## config.mk

```make
export PLATFORM = sky130hd
export DESIGN_NAME = demux_1x8_stream_flat
export DESIGN_NICKNAME = d
export VERILOG_FILES = /design/src/rtl/demux_1x8_stream_if.sv /design/src/rtl/demux_1x8_stream.sv /design/src/flat_wrapper.sv
export SDC_FILE = /design/constraint.sdc
export NUM_CORES = 1
export LEC_CHECK = 0
export ABC_AREA = 1
export CORE_MARGIN = 8
export CORE_UTILIZATION = 36
export DETAILED_ROUTE_END_ITERATION = 7
export GPL_TIMING_DRIVEN = 0
export PLACE_DENSITY_LB_ADDON = 0.3
export SLEW_MARGIN = 0
export SYNTH_ARGS = -nofsm -noshare
export SYNTH_HDL_FRONTEND = slang
export SYNTH_SLANG_ARGS = --single-unit
```

## constraint.sdc

```tcl
create_clock -name clk -period 2 [get_ports clk]
set_input_delay 0.4 -clock clk [delete_from_list [all_inputs] [get_ports clk]]
set_output_delay 0.4 -clock clk [all_outputs]
set_load 0.02 [all_outputs]
```

## src/rtl/demux_1x8_stream_if.sv

```systemverilog
// Valid/ready bundle for the 1-to-N stream demultiplexer: one input stream with
// a destination select, and NUM_OUT output streams.
interface demux_1x8_stream_if #(
  parameter int DATA_WIDTH = 32,
  parameter int NUM_OUT    = 8
);
  localparam int SEL_WIDTH = $clog2(NUM_OUT);

  logic                  s_valid;
  logic                  s_ready;
  logic [DATA_WIDTH-1:0] s_data;
  logic [SEL_WIDTH-1:0]  s_sel;
  logic [NUM_OUT-1:0]    m_valid;
  logic [NUM_OUT-1:0]    m_ready;
  logic [DATA_WIDTH-1:0] m_data [NUM_OUT];

  // Producer/consumer side (drives s_*, m_ready)
  modport master (
    output s_valid, s_data, s_sel, m_ready,
    input  s_ready, m_valid, m_data
  );

  // Demultiplexer side
  modport slave (
    input  s_valid, s_data, s_sel, m_ready,
    output s_ready, m_valid, m_data
  );
endinterface

```

## src/rtl/demux_1x8_stream.sv

```systemverilog
// Registered 1-to-NUM_OUT stream demultiplexer with a one-beat skid buffer.
// Beats leave strictly in arrival order; a stalled port blocks all others.
module demux_1x8_stream #(
  parameter int DATA_WIDTH = 32,
  parameter int NUM_OUT    = 8
) (
  input  logic               clk,
  input  logic               rst_n,
  demux_1x8_stream_if.slave  bus
);
  localparam int SEL_WIDTH = $clog2(NUM_OUT);

  typedef enum logic [1:0] {
    ST_EMPTY = 2'd0,
    ST_BUSY  = 2'd1,
    ST_FULL  = 2'd2
  } state_t;

  state_t                state_q, state_d;
  logic [DATA_WIDTH-1:0] main_data_q, main_data_d;
  logic [SEL_WIDTH-1:0]  main_sel_q, main_sel_d;
  logic [DATA_WIDTH-1:0] skid_data_q, skid_data_d;
  logic [SEL_WIDTH-1:0]  skid_sel_q, skid_sel_d;

  logic                  main_valid;
  logic                  in_fire;
  logic                  out_fire;
  logic [NUM_OUT-1:0]    port_hit;

  // s_ready and main_valid decode straight from the state flop, so no input
  // can reach them combinationally.
  assign main_valid  = (state_q != ST_EMPTY);
  assign bus.s_ready = (state_q != ST_FULL);
  assign in_fire     = bus.s_valid & (state_q != ST_FULL);
  assign out_fire    = main_valid & bus.m_ready[main_sel_q];

  always_comb begin
    state_d     = state_q;
    main_data_d = main_data_q;
    main_sel_d  = main_sel_q;
    skid_data_d = skid_data_q;
    skid_sel_d  = skid_sel_q;
    case (state_q)
      ST_EMPTY: begin
        if (in_fire) begin
          main_data_d = bus.s_data;
          main_sel_d  = bus.s_sel;
          state_d     = ST_BUSY;
        end
      end
      ST_BUSY: begin
        if (in_fire && out_fire) begin
          main_data_d = bus.s_data;
          main_sel_d  = bus.s_sel;
        end else if (in_fire) begin
          skid_data_d = bus.s_data;
          skid_sel_d  = bus.s_sel;
          state_d     = ST_FULL;
        end else if (out_fire) begin
          state_d     = ST_EMPTY;
        end
      end
      ST_FULL: begin
        if (out_fire) begin
          main_data_d = skid_data_q;
          main_sel_d  = skid_sel_q;
          state_d     = ST_BUSY;
        end
      end
      default: begin
        state_d = ST_EMPTY;
      end
    endcase
  end

  always_ff @(posedge clk) begin
    if (!rst_n) begin
      state_q     <= ST_EMPTY;
      main_data_q <= '0;
      main_sel_q  <= '0;
      skid_data_q <= '0;
      skid_sel_q  <= '0;
    end else begin
      state_q     <= state_d;
      main_data_q <= main_data_d;
      main_sel_q  <= main_sel_d;
      skid_data_q <= skid_data_d;
      skid_sel_q  <= skid_sel_d;
    end
  end

  // Idle ports present all-zero data rather than a copy of the head beat.
  for (genvar gi = 0; gi < NUM_OUT; gi++) begin : g_port
    assign port_hit[gi]    = main_valid & (main_sel_q == SEL_WIDTH'(gi));
    assign bus.m_valid[gi] = port_hit[gi];
    assign bus.m_data[gi]  = port_hit[gi] ? main_data_q : '0;
  end

endmodule

```

## src/flat_wrapper.sv

```systemverilog
// flat-port wrapper written by rule: the top's interface ports become plain ports
module demux_1x8_stream_flat 
#(
  parameter int DATA_WIDTH = 32,
  parameter int NUM_OUT    = 8
)
  (clk, rst_n, bus_s_valid, bus_s_data, bus_s_sel, bus_m_ready, bus_s_ready, bus_m_valid, bus_m_data);
  demux_1x8_stream_if #(.DATA_WIDTH(DATA_WIDTH), .NUM_OUT(NUM_OUT)) bus_i ();
  input  logic clk;
  input  logic rst_n;
  input wire logic [$bits(bus_i.s_valid)-1:0] bus_s_valid;
  input wire logic [$bits(bus_i.s_data)-1:0] bus_s_data;
  input wire logic [$bits(bus_i.s_sel)-1:0] bus_s_sel;
  input wire logic [$bits(bus_i.m_ready)-1:0] bus_m_ready;
  output wire logic [$bits(bus_i.s_ready)-1:0] bus_s_ready;
  output wire logic [$bits(bus_i.m_valid)-1:0] bus_m_valid;
  output wire logic [$bits(bus_i.m_data)-1:0] bus_m_data;
  assign bus_i.s_valid = bus_s_valid;
  assign bus_i.s_data = bus_s_data;
  assign bus_i.s_sel = bus_s_sel;
  assign bus_i.m_ready = bus_m_ready;
  assign bus_s_ready = bus_i.s_ready;
  assign bus_m_valid = bus_i.m_valid;
  assign bus_m_data = {>>{bus_i.m_data}};
  demux_1x8_stream #(.DATA_WIDTH(DATA_WIDTH), .NUM_OUT(NUM_OUT)) u_core (.clk(clk), .rst_n(rst_n), .bus(bus_i));
endmodule
```

==> impl_results.md, run 1 <==
- Total wire length: 26800 um
- Synthesized area per cell: 5.22 um2
- Port bufs: 309
- Most used cell, CP: buf_4
- Crit-path leading delay family: buffers and inverters
- Grt ovf: 0
- CP Capture Type: primary output
- Post-Synthesis Cells: 867
- Post-DRT Antenna Nets: 0
- Failing checks: setup timing
- Area delta synth->final: 107%
- Worst path bufs/invs: 5
- Crit path DAT: 1750 ps
- Vias: 6891
- Lkg Pwr: 4.66 nW
- Critical Path Fanout Max: 6
- HPWL Detailed: 18200 um
- Cell Area, Synth: 4520 um2
- CP peak stage delay: 340 ps
- # nets final: 1275
- Root Driver: clkbuf_16
- Pins Over Slew Limit: 0
- Period minus WS final: 2150 ps
- First-pass GRT wire length: 36000 um
- DRC viols: 0
- Critical Path Slowest Stage Cell: dfxtp_2
- Tot GR Track Use: 28.6%
- DRT iter0 DRCs: 578
- Worst-Margin Slew: 632 ps
- Most common library cell in the layout ignoring fill and taps: nor2_1
- Final worst setup slack: -146 ps
- # IOs: 311
- Maximum vdd ir drop: 0.720 mV
- Die Y-Extent: 128 um
- Clk Latency, worst-skew pair: 330 ps
- Setup Skew: 7.35 ps
- Placed Instances: 1348
- Number of global-route vias before repair: 5824
- Layout cells sized above 1: 41.0%
- CTS tree: built
- Clk sinks: 72
- #FFs+latches synth: 72
- Max Fclk: 466 MHz
- Wire per inst: 19.0 um
- First-pass DRT Iterations: 5
- # diodes: 0
- Initial Util: 36.3%
- Vias/cell: 4.90
- Share of the yosys chip area belonging to registers: 31.9%
- HP Class: in2reg
- Final cycle utilization of the critical path: 107%
- H-tree depth: 3
- Row Count: 41
- Place WS: -605 ps
- TritonCTS Buffers: 9
- Reg clk slew, reported paths: 60 ps
- Largest net degree at the start of global routing: 18
- Syn. warnings: 0
- Hold_buf cts: 0
- Worst EP required: 1600 ps
- Routability congestion estimate: 0.913
- Post-Layout Cell Count: 1406
- Power Density: 697 nW/um2
- Worst setup path category: reg2out
- Commonest non-fill, non-tap cells in the layout: nor2_1, nand2_1, buf_4
- Die Wd: 128 um
- Final setup fails: 193
- Initial antenna violation count: 2
- Flop-to-flop setup slack: 40 ps
- Outcome: complete, but fails checks
- MaxCap Viol Count: 0
- Syn Nets: 913
- Startpoint types: register
- Die Area: 16400 um2
- Library cells used by synthesis: 18
- RSZ-0062 raised after global routing: true
- Rel. slew slack: 57.6%
- Core outline area: 12500 um2
- Crit path cell chain: buf_8, inv_8, nor2_4, nand2_4, clkbuf_8, buf_4, nor2_1, buf_4
- Hold Violations, Final: 0
- Max clock buf depth: 2
==> registers in the layout (all words and copies together), names as in the netlist <==
| signal | cells |
|---|---|
| u_core.main_data_q | 32 |
| u_core.skid_data_q | 32 |
| u_core.main_sel_q | 3 |
| u_core.skid_sel_q | 3 |
| u_core.state_q | 2 |
==> worst reg2reg max path: cells and delay by family, from the launching register on <==
family,cells,cell delay (ps)
flops,1,340
simple gates,9,840
buf+inv,5,680
==> logic make-up (layout without fill, tap and decap cells) <==
kind of cell           after synthesis  in the layout  share of synthesized area [%]
AOI/OAI and AO/OA                   37             37                           4.18
buffers and inverters              140            507                           12.3
DFF                                 72             72                           31.9
and+or+nand+nor                    618            618                           51.7
==> path summary, 6_finish.rpt <==
path                                      start  depth (start not counted)                                  end
max           u_core.main_sel_q[0]$_SDFFE_PN0P_                          8                      bus_m_data[214]
min                                       rst_n                          3       u_core.state_q[0]$_SDFFE_PN0P_
max reg2reg   u_core.main_sel_q[0]$_SDFFE_PN0P_                         14  u_core.skid_data_q[27]$_SDFFE_PN0P_
min reg2reg  u_core.skid_data_q[3]$_SDFFE_PN0P_                          4   u_core.skid_data_q[3]$_SDFFE_PN0P_
==> report_power, final <==
part / internal, W / total, W / leakage, nW / switching [W]
combinational: 0.000970 / 0.00289 / 3.89 / 0.00192
clock: 0.00128 / 0.00189 / 0.172 / 0.000608
sequential: 0.00166 / 0.00174 / 0.596 / 0.0000812
total: 0.00391 / 0.00653 / 4.66 / 0.00261
==> layout make-up <==
type / instances / area [um2]
plain buffers: 52 / 577
multi-input cells: 655 / 3270
clock buffers: 11 / 253
fillers: 960 / 3100
flip-flops and latches: 72 / 1450
inverters: 86 / 343
repair buffers: 353 / 3160
clock inverters: 5 / 103
well taps: 172 / 215
==> timing repair <==
action                                  in CTS  in global routing
buffers inserted                            22                 12
hold endpoints to repair                     0                  0
gates resized for setup                   1309                405
endpoints found under the setup margin     265                243
cloned                                       4                  6
pin swaps                                    2                  8
==> stage by stage <==
| step | hold slack (ps) | setup TNS (ps) | cell area [um2] | power (W) | util [%] |
|---|---|---|---|---|---|
| after global routing | 489 | -20600 | 9370 | 0.00681 | 75.1 |
| after detailed placement | 503 | -99650 | 7830 | 0.00384 | 62.8 |
| after floorplan | 489 | -2550 | 4520 | 0.00301 | - |
| after global placement | 498 | -95940 | 7830 | 0.00381 | 62.8 |
| after CTS | 440 | -4160 | 8070 | 0.00596 | 64.7 |
| final | 455 | -8690 | 9370 | 0.00653 | 75.1 |
==> routing by layer <==
layer / vias to the layer above / GRT usage (%) / wire, um
met2: 359 / 49.3 / 13300
met1: 3169 / 32.9 / 10100
met3: 91 / 6.57 / 1990
met5: - / 0 / 23
li1: 3268 / - / -
met4: 4 / 13.1 / 1280
==> synth_stat cells (all sizes together) <==
cell type,instances,area [um2]
nor2,407,1530
a31oi,1,6.26
nand2,209,790
clkinv,33,124
inv,53,201
clkbuf,37,139
buf,17,92.6
dfxtp,72,1440
nand3,2,15.0
o21ai,35,175
a21boi,1,7.51
No activity file was read; power rests on OpenSTA's default activity.
==> run 2: changes to the inputs <==
--- a/config.mk
+++ b/config.mk
@@ -9,6 +9,7 @@
 export CORE_MARGIN = 8
 export CORE_UTILIZATION = 36
 export DETAILED_ROUTE_END_ITERATION = 7
+export GPL_ROUTABILITY_DRIVEN = 0
 export GPL_TIMING_DRIVEN = 0
 export PLACE_DENSITY_LB_ADDON = 0.3
 export SLEW_MARGIN = 0
==> constraint.sdc (replaced) <==
create_clock -name clk -period 2 [get_ports clk]
set_input_delay 0.4 -clock clk [delete_from_list [all_inputs] [get_ports clk]]
set_output_delay 0.4 -clock clk [all_outputs]
set_load 0.01 [all_outputs]
==> impl_results.md, run 2 (same netlist as run 1, synthesis figures left out) <==
- Number of global-route vias before repair: 5518
- Final Cell Area: 8730 um2
- # nets final: 1278
- HPWL Detailed: 18200 um
- Setup TNS Final: -11430 ps
- Pins Over Slew Limit: 0
- Final setup fails: 178
- Period minus WS final: 2190 ps
- Die Area: 16400 um2
- Maximum vdd ir drop: 0.713 mV
- Total wire length: 25700 um
- Max clock buf depth: 2
- Internal Power: 0.00378 W
- Worst setup path start: u_core.state_q[1]$_SDFFE_PN0P_
- Post-DRT Antenna Nets: 0
- Initial Util: 36.3%
- Final worst setup slack: -195 ps
- Power Density: 700 nW/um2
- Worst setup path category: reg2out
- Crit path DAT: 1790 ps
- HP Start: rst_n
- Outcome: complete, but fails checks
- Hold Violations, Final: 0
- # IOs: 311
- Area delta synth->final: 93.1%
- MaxCap Viol Count: 0
- Row Count: 41
- Hold_buf cts: 0
- CP Capture Type: primary output
- Lkg Pwr: 5.12 nW
- Clk sinks: 72
- Die Wd: 128 um
- Clk pwr share: 31.0%
- Commonest non-fill, non-tap cells in the layout: nor2_1, nand2_1, buf_2
- Initial antenna violation count: 0
- Vias: 6692
- Largest net degree at the start of global routing: 13
- Grt ovf: 0
- First-pass GRT wire length: 33500 um
- HP Class: in2reg
- Switching Share: 38.2%
- Critical Path Fanout Max: 7
- First-pass DRT Iterations: 6
- TritonCTS Buffers: 9
- Tot GR Track Use: 26.6%
- Final cycle utilization of the critical path: 110%
- Core outline area: 12500 um2
- Reg clk slew, reported paths: 60 ps
- Clk Latency, worst-skew pair: 330 ps
- H-tree depth: 3
- Setup Skew: 4.99 ps
- Startpoint types: register
- Post-layout utilization of the core: 70.1%
- Layout cells sized above 1: 34.9%
- RSZ-0062 raised after global routing: true
- Die Y-Extent: 128 um
- Sw power: 0.00233 W
- Port bufs: 309
- DRC viols: 0
- Top Registers: u_core.main_data_q: 32 flops, u_core.skid_data_q: 32 flops
- Post-DP Area: 7830 um2
- Placed Instances: 1348
- Rel. slew slack: 66.2%
- Sequential power share: 28.4%
- Post-Layout Cell Count: 1409
- Failing checks: setup timing
- DRT iter0 DRCs: 503
- Combinational fraction of design power: 40.6%
- Root Driver: clkbuf_16
- # diodes: 0
- Worst EP required: 1600 ps
- Wire per inst: 18.3 um
- Worst-Margin Slew: 504 ps
- Critical R2R Launch: u_core.main_sel_q[0]$_SDFFE_PN0P_
- Vias/cell: 4.75
- Max Fclk: 456 MHz
- CTS tree: built
- Most common library cell in the layout ignoring fill and taps: nor2_1
==> run 2: critical path, cell delays in order, from the launching register on <==
cell and delay, ps:
dfxtp_2 350, nor2_4 50, nor2_4 250, nand2_4 130, buf_6 140, buf_8 130, buf_12 130, nor2_2 100
buf_2 160
==> run 2: what timing repair did <==
item,4_1_cts,5_1_grt
gates cloned,0,7
endpoints found under the setup margin,265,251
pin swaps,4,11
hold endpoints to repair,0,0
setup buffers,2,37
gates resized for setup,339,829
==> run 2: through the flow <==
step	hold WS [ps]	power [W]	setup WS [ps]
2_1_floorplan	489	0.00291	243
3_3_place_gp	498	0.00371	-552
4_1_cts	441	0.00566	-447
3_5_place_dp	503	0.00373	-540
5_1_grt	486	0.00642	-245
6_report	452	0.00612	-195
==> run 2: final cells by class <==
type | count | area [um2]
fill | 1073 | 3730
multi-input combinational | 656 | 3000
timing repair buffer | 354 | 2870
sequential | 72 | 1450
buffer | 53 | 502
inverter | 86 | 339
clock buffer | 11 | 253
tap | 172 | 215
clock inverter | 5 | 103
==> run 2: final timing paths <==
path / to / slack, ps / depth (start not counted)
worst max-delay path: bus_m_data[47] / -190 / 8
worst min register to register: u_core.skid_data_q[3]$_SDFFE_PN0P_ / 510 / 4
worst max register to register: u_core.main_sel_q[1]$_SDFFE_PN0P_ / 190 / 14
worst min-delay path: u_core.state_q[0]$_SDFFE_PN0P_ / 450 / 3
==> run 2: power by group through the flow <==
stage	combinational, W	sequential (W)	clock [W]
2_1_floorplan	0.00117	0.00174	0
3_3_place_gp	0.00196	0.00175	0
3_5_place_dp	0.00198	0.00175	0
4_1_cts	0.00201	0.00173	0.00192
5_1_grt	0.00269	0.00175	0.00197
6_report	0.00248	0.00174	0.00190
==> run 2: metal layers <==
layer  wire length, um  global-route usage (%)  vias up
met5                 0                       0        -
met4               992                    10.1        0
met3              1550                    4.78       55
met2             12800                    47.5      298
met1             10400                    30.9     3062
li1                  -                       -     3277
